<file path="config.mk">
export PLATFORM = sky130hd
export DESIGN_NAME = maze_frame_ctrl
export DESIGN_NICKNAME = d
export VERILOG_FILES = /design/src/rtl/maze_frame_ctrl.sv
export SDC_FILE = /design/constraint.sdc
export NUM_CORES = 1
export LEC_CHECK = 0
export ABC_AREA = 1
export BUFFER_PORTS_ARGS = -buffer_cell sky130_fd_sc_hd__buf_2
export CORE_UTILIZATION = 42
export DETAILED_ROUTE_END_ITERATION = 8
export SLEW_MARGIN = 30
export SYNTH_ARGS = -nofsm -noshare
export SYNTH_HDL_FRONTEND = slang
export SYNTH_SLANG_ARGS = --single-unit
</file>
<file path="constraint.sdc">
create_clock -name clk -period 1.8 [get_ports clk]
set_clock_uncertainty 0.1 [all_clocks]
set_input_delay 0.36 -clock clk [delete_from_list [all_inputs] [get_ports clk]]
set_output_delay 0.36 -clock clk [all_outputs]
set_load 0.01 [all_outputs]
</file>
<file path="src/rtl/maze_frame_ctrl.sv">
// Frame sequencer for the 17x17 maze solver core: serialises one map per frame,
// forwards the move stream, tracks the walker and reports a per-frame summary.
module maze_frame_ctrl #(
    parameter int unsigned MAP_BITS  = 289,
    parameter int unsigned TIMEOUT   = 3000,
    parameter int unsigned MAX_STEPS = 289,
    parameter int unsigned STEP_W    = 9,
    parameter int unsigned TO_W      = 12
) (
    input  logic                clk,
    input  logic                rst,
    input  logic                frm_valid,
    output logic                frm_ready,
    input  logic [MAP_BITS-1:0] frm_map,
    output logic                core_in_valid,
    output logic                core_in,
    input  logic                core_out_valid,
    input  logic [1:0]          core_out,
    output logic                mv_valid,
    output logic [1:0]          mv_dir,
    output logic [4:0]          pos_x,
    output logic [4:0]          pos_y,
    output logic                busy,
    output logic                done_valid,
    output logic [STEP_W-1:0]   done_steps,
    output logic [1:0]          done_err
);
    localparam int unsigned CNT_W = $clog2(MAP_BITS);
    localparam logic [4:0]  EDGE  = 5'd16;

    typedef enum logic [2:0] {StIdle, StSend, StWait, StRun, StDone} state_e;

    state_e              state;
    logic [MAP_BITS-1:0] shift;
    logic [CNT_W-1:0]    bit_cnt;
    logic [TO_W-1:0]     to_cnt;
    logic [STEP_W-1:0]   steps;
    logic [1:0]          err;
    logic [4:0]          nx;
    logic [4:0]          ny;
    logic                oob;
    logic                move_fire;
    logic                at_max;

    assign move_fire     = core_out_valid && (state == StWait || state == StRun);
    assign at_max        = (steps == STEP_W'(MAX_STEPS));
    assign frm_ready     = (state == StIdle);
    assign busy          = (state != StIdle);
    assign core_in_valid = (state == StSend);
    assign core_in       = shift[0];
    assign done_valid    = (state == StDone);
    assign done_steps    = done_valid ? steps : '0;

    // A clean run that stops anywhere but the far corner is reported as a wrong end.
    always_comb begin
        done_err = 2'd0;
        if (done_valid) begin
            if (err == 2'd0 && (pos_x != EDGE || pos_y != EDGE)) done_err = 2'd3;
            else                                                 done_err = err;
        end
    end

    always_comb begin
        nx  = pos_x;
        ny  = pos_y;
        oob = 1'b0;
        unique case (core_out)
            2'd0: if (pos_x == EDGE)  oob = 1'b1; else nx = pos_x + 5'd1;
            2'd1: if (pos_y == EDGE)  oob = 1'b1; else ny = pos_y + 5'd1;
            2'd2: if (pos_x == 5'd0)  oob = 1'b1; else nx = pos_x - 5'd1;
            2'd3: if (pos_y == 5'd0)  oob = 1'b1; else ny = pos_y - 5'd1;
        endcase
    end

    always_ff @(posedge clk) begin
        if (rst) begin
            state    <= StIdle;
            shift    <= '0;
            bit_cnt  <= '0;
            to_cnt   <= '0;
            steps    <= '0;
            err      <= 2'd0;
            pos_x    <= 5'd0;
            pos_y    <= 5'd0;
            mv_valid <= 1'b0;
            mv_dir   <= 2'd0;
        end else begin
            mv_valid <= move_fire;
            if (move_fire) begin
                mv_dir <= core_out;
                pos_x  <= nx;
                pos_y  <= ny;
                if (!at_max) steps <= steps + 1'b1;
                // First error wins; later ones are dropped.
                if (err == 2'd0) begin
                    if (at_max)   err <= 2'd2;
                    else if (oob) err <= 2'd3;
                end
            end

            case (state)
                StIdle: begin
                    if (frm_valid) begin
                        shift   <= frm_map;
                        bit_cnt <= '0;
                        to_cnt  <= '0;
                        steps   <= '0;
                        err     <= 2'd0;
                        pos_x   <= 5'd0;
                        pos_y   <= 5'd0;
                        state   <= StSend;
                    end
                end
                StSend: begin
                    shift   <= shift >> 1;
                    bit_cnt <= bit_cnt + 1'b1;
                    if (bit_cnt == CNT_W'(MAP_BITS - 1)) state <= StWait;
                end
                StWait: begin
                    if (core_out_valid) begin
                        state <= StRun;
                    end else if (to_cnt == TO_W'(TIMEOUT)) begin
                        if (err == 2'd0) err <= 2'd1;
                        state <= StDone;
                    end else begin
                        to_cnt <= to_cnt + 1'b1;
                    end
                end
                StRun: begin
                    if (!core_out_valid) state <= StDone;
                end
                StDone: begin
                    state <= StIdle;
                end
                default: state <= StIdle;
            endcase
        end
    end
endmodule

</file>
==> qor.txt <==
outcome: complete, but fails checks
failing checks: negative setup slack
post-synthesis net count: 2143
Most used DFF post-synth: dfxtp_1
Reg clk slew, reported paths: 0.06 ns
Synth Warn #: 0
Final HPWL DP: 27070 um
total power: 39670 uW
share of the synthesized area in the top cell type: 47.58%
library cells used by synthesis: 36
first-iteration detailed-routing DRC count: 960
Hold Path Class: in2reg
RSZ-0062 raised after global routing: true
GP Congestion: 0.8595
CP endpoint kind: output port
cells after synthesis: 1836
grt met1 use: 29.02%
critical path arrival: 1.67 ns
FF+latch count, synth: 337
mux contribution to synthesized area: 0%
worst skew pair latency: 0.52 ns
cell area after layout: 22970 sq um
CTS tree: yes
register area share after synthesis: 47.58%
global route hottest layer: met2
largest fanout on the critical path: 2
hold_ws: 0.001584 ns
Worst Setup Slack, final: -0.3342 ns
top-count cell post-synth: nand2_1
Initial Util: 43.14%
IO Port Bufs: 323
Syn Area/Cell: 7.723 sq um
Area contributors post-synth: dfxtp_1 48%, nand2_1 11%, o221ai_1 11%
grt met2 use: 36.45%
DRC violations left: 0
TNS Setup: -65.31 ns
root buf cell: clkbuf_16
Async SR Flop Fraction: 0%
Num CTS Buffers: 38
crit path launch type: flip-flop
H-tree depth: 2
grt met3 use: 6.320%
DR pass1 iterations: 6
largest family of logic cells by synthesized area: simple AND/OR/NAND/NOR gates
drt wl/cell: 19.00 um
Hold Path Depth: 3
die height: 185.7 um
maximum clock rate: 0.4686 GHz
Max Cap Violations: 0
Critical Path RT: 1.34 ns
Reg2Reg Depth: 14
GRT Total Usage: 22.55%
post-route ant nets: 0
final WL: 52530 um
IO Pins: 324
synth cell count leaders: 423 x nand2_1, 400 x nor2_1, 337 x dfxtp_1, 176 x o221ai_1, 114 x a31oi_1
Slew Limit Fails: 0
Post-Synth Adder-Cell Area: 1.059%
Std-Cell Rows: 66
# setup viols final: 348
RR Endpoint: shift[37]
flop-to-flop setup slack: -0.28 ns
area grow syn2layout: 61.98%
mapped cell area: 14180 sq um
fin crit period: 2.134 ns
Hold Path End: shift[222]
die width: 185.7 um
PwrDens: 1727 nW/um^2
Final Hold Viols: 0
Hold Path Origin: frm_map[222]
leakage power: 0.009183 uW
utilization after layout: 69.88%
post-synthesis compound-gate area fraction: 19.36%
critical path type: reg2out
vias in the first global route: 12956
DR vias: 15317
grt ovf: 0
clk sinks: 337
dpl cell area: 16650 sq um
worst r2r src: state[0]
worst slew pin tran: 0.6565 ns
vias per cell: 5.540
largest net degree at the start of global routing: 132
final period utilization: 118.6%
Longest Clk Path Bufs: 3
area leader, netlist: dfxtp_1
first-pass GRT wire length: 64070 um
die footprint: 34500 sq um
xor and xnor area share after synthesis: 0.9884%
Layout Nets: 2588
layout cells sized above 1: 46.01%
number of flops mapped to enable cells by yosys: 0
Max-slew headroom: 56.24%
worst vdd ir: 0.8147 mV
initial antenna violation count: 21
simple-gate share of the synthesized area: 24.59%
core area: 32870 sq um
sequential cells by signal, indices dropped and copies added (netlist names):
signal / count
shift: 289
to_cnt: 12
bit_cnt: 9
steps: 9
pos_x: 5
pos_y: 5
state: 3
err: 2
mv_dir: 2
mv_valid: 1
timing repair:
action | in CTS | in global routing
hold buffers | 6 | 0
hold endpoints to repair | 6 | 0
gates resized for setup | 62 | 701
pin swaps | 9 | 119
buffers inserted | 17 | 44
setup endpoints to repair | 15 | 340
gates cloned | 2 | 72
worst max-delay path: stages, from the launching register on:
cell and delay [ns]:
dfxtp_2 0.33, inv_2 0.07, ha_4 0.15, nand3_4 0.07, o211ai_1 0.29, a21oi_2 0.09
buf_2 0.15
placed cells by master (no fill, tap or decap), types with 60 or more instances in the layout:
cell	instances
buf_4	60
dfxtp_1	331
nand2_1	289
clkbuf_16	84
o221ai_2	130
buf_2	315
nor2_1	279
nor2_4	82
a31oi_1	111
nand2_2	95
how the worst max path moves through the flow:
| stage | cells past startpoint | endpoint | slack (ns) | start |
|---|---|---|---|---|
| after CTS | 6 | done_err[1] | -0.36 | pos_y[1] |
| after detailed placement | 7 | done_err[1] | -0.01 | state[2] |
| after floorplan | 5 | done_err[0] | 0.04 | state[2] |
| after global placement | 7 | done_err[0] | -0.03 | state[2] |
| after global routing | 6 | done_err[0] | -0.43 | pos_y[0] |
| final | 6 | done_err[0] | -0.33 | pos_x[1] |
cells by family after synthesis:
kind of cell | count (synthesis)
and+or+nand+nor | 893
AOI/OAI and AO/OA | 376
DFF | 337
buffers and inverters | 202
xor gates and xnor gates | 16
adders and majority gates | 12
power by group:
group          switching [uW]  internal (uW)
clock network            3170           4690
registers                2460          10200
logic                    9650           9500
total                   15300          24400
final cells by class:
| cell class | instances | area (sq um) |
|---|---|---|
| clock inverter | 8 | 100.1 |
| timing repair buffer | 539 | 5064 |
| fill | 2547 | 9901 |
| antenna | 15 | 37.54 |
| clock buffer | 59 | 1151 |
| sequential | 337 | 6761 |
| multi-input combinational | 1297 | 8917 |
| inverter | 63 | 297.8 |
| tap | 442 | 553.0 |
| timing repair inverter | 5 | 83.83 |
layer usage:
layer	part of all wire (%)	wire, um	vias up
li1	-	-	7279
met1	41	21510	7393
met2	49	25980	508
met3	6.8	3596	121
met4	2.6	1347	16
met5	0.18	95	-
per-stage QoR:
step / instances / worst slack [ns]
5_1_grt: 2761 / -0.4328
3_5_place_dp: 2547 / -0.01277
4_1_cts: 2638 / -0.3564
2_1_floorplan: 1836 / 0.03879
3_3_place_gp: 2547 / -0.03394
6_report: 2765 / -0.3342
No activity file was read; power rests on OpenSTA's default activity.
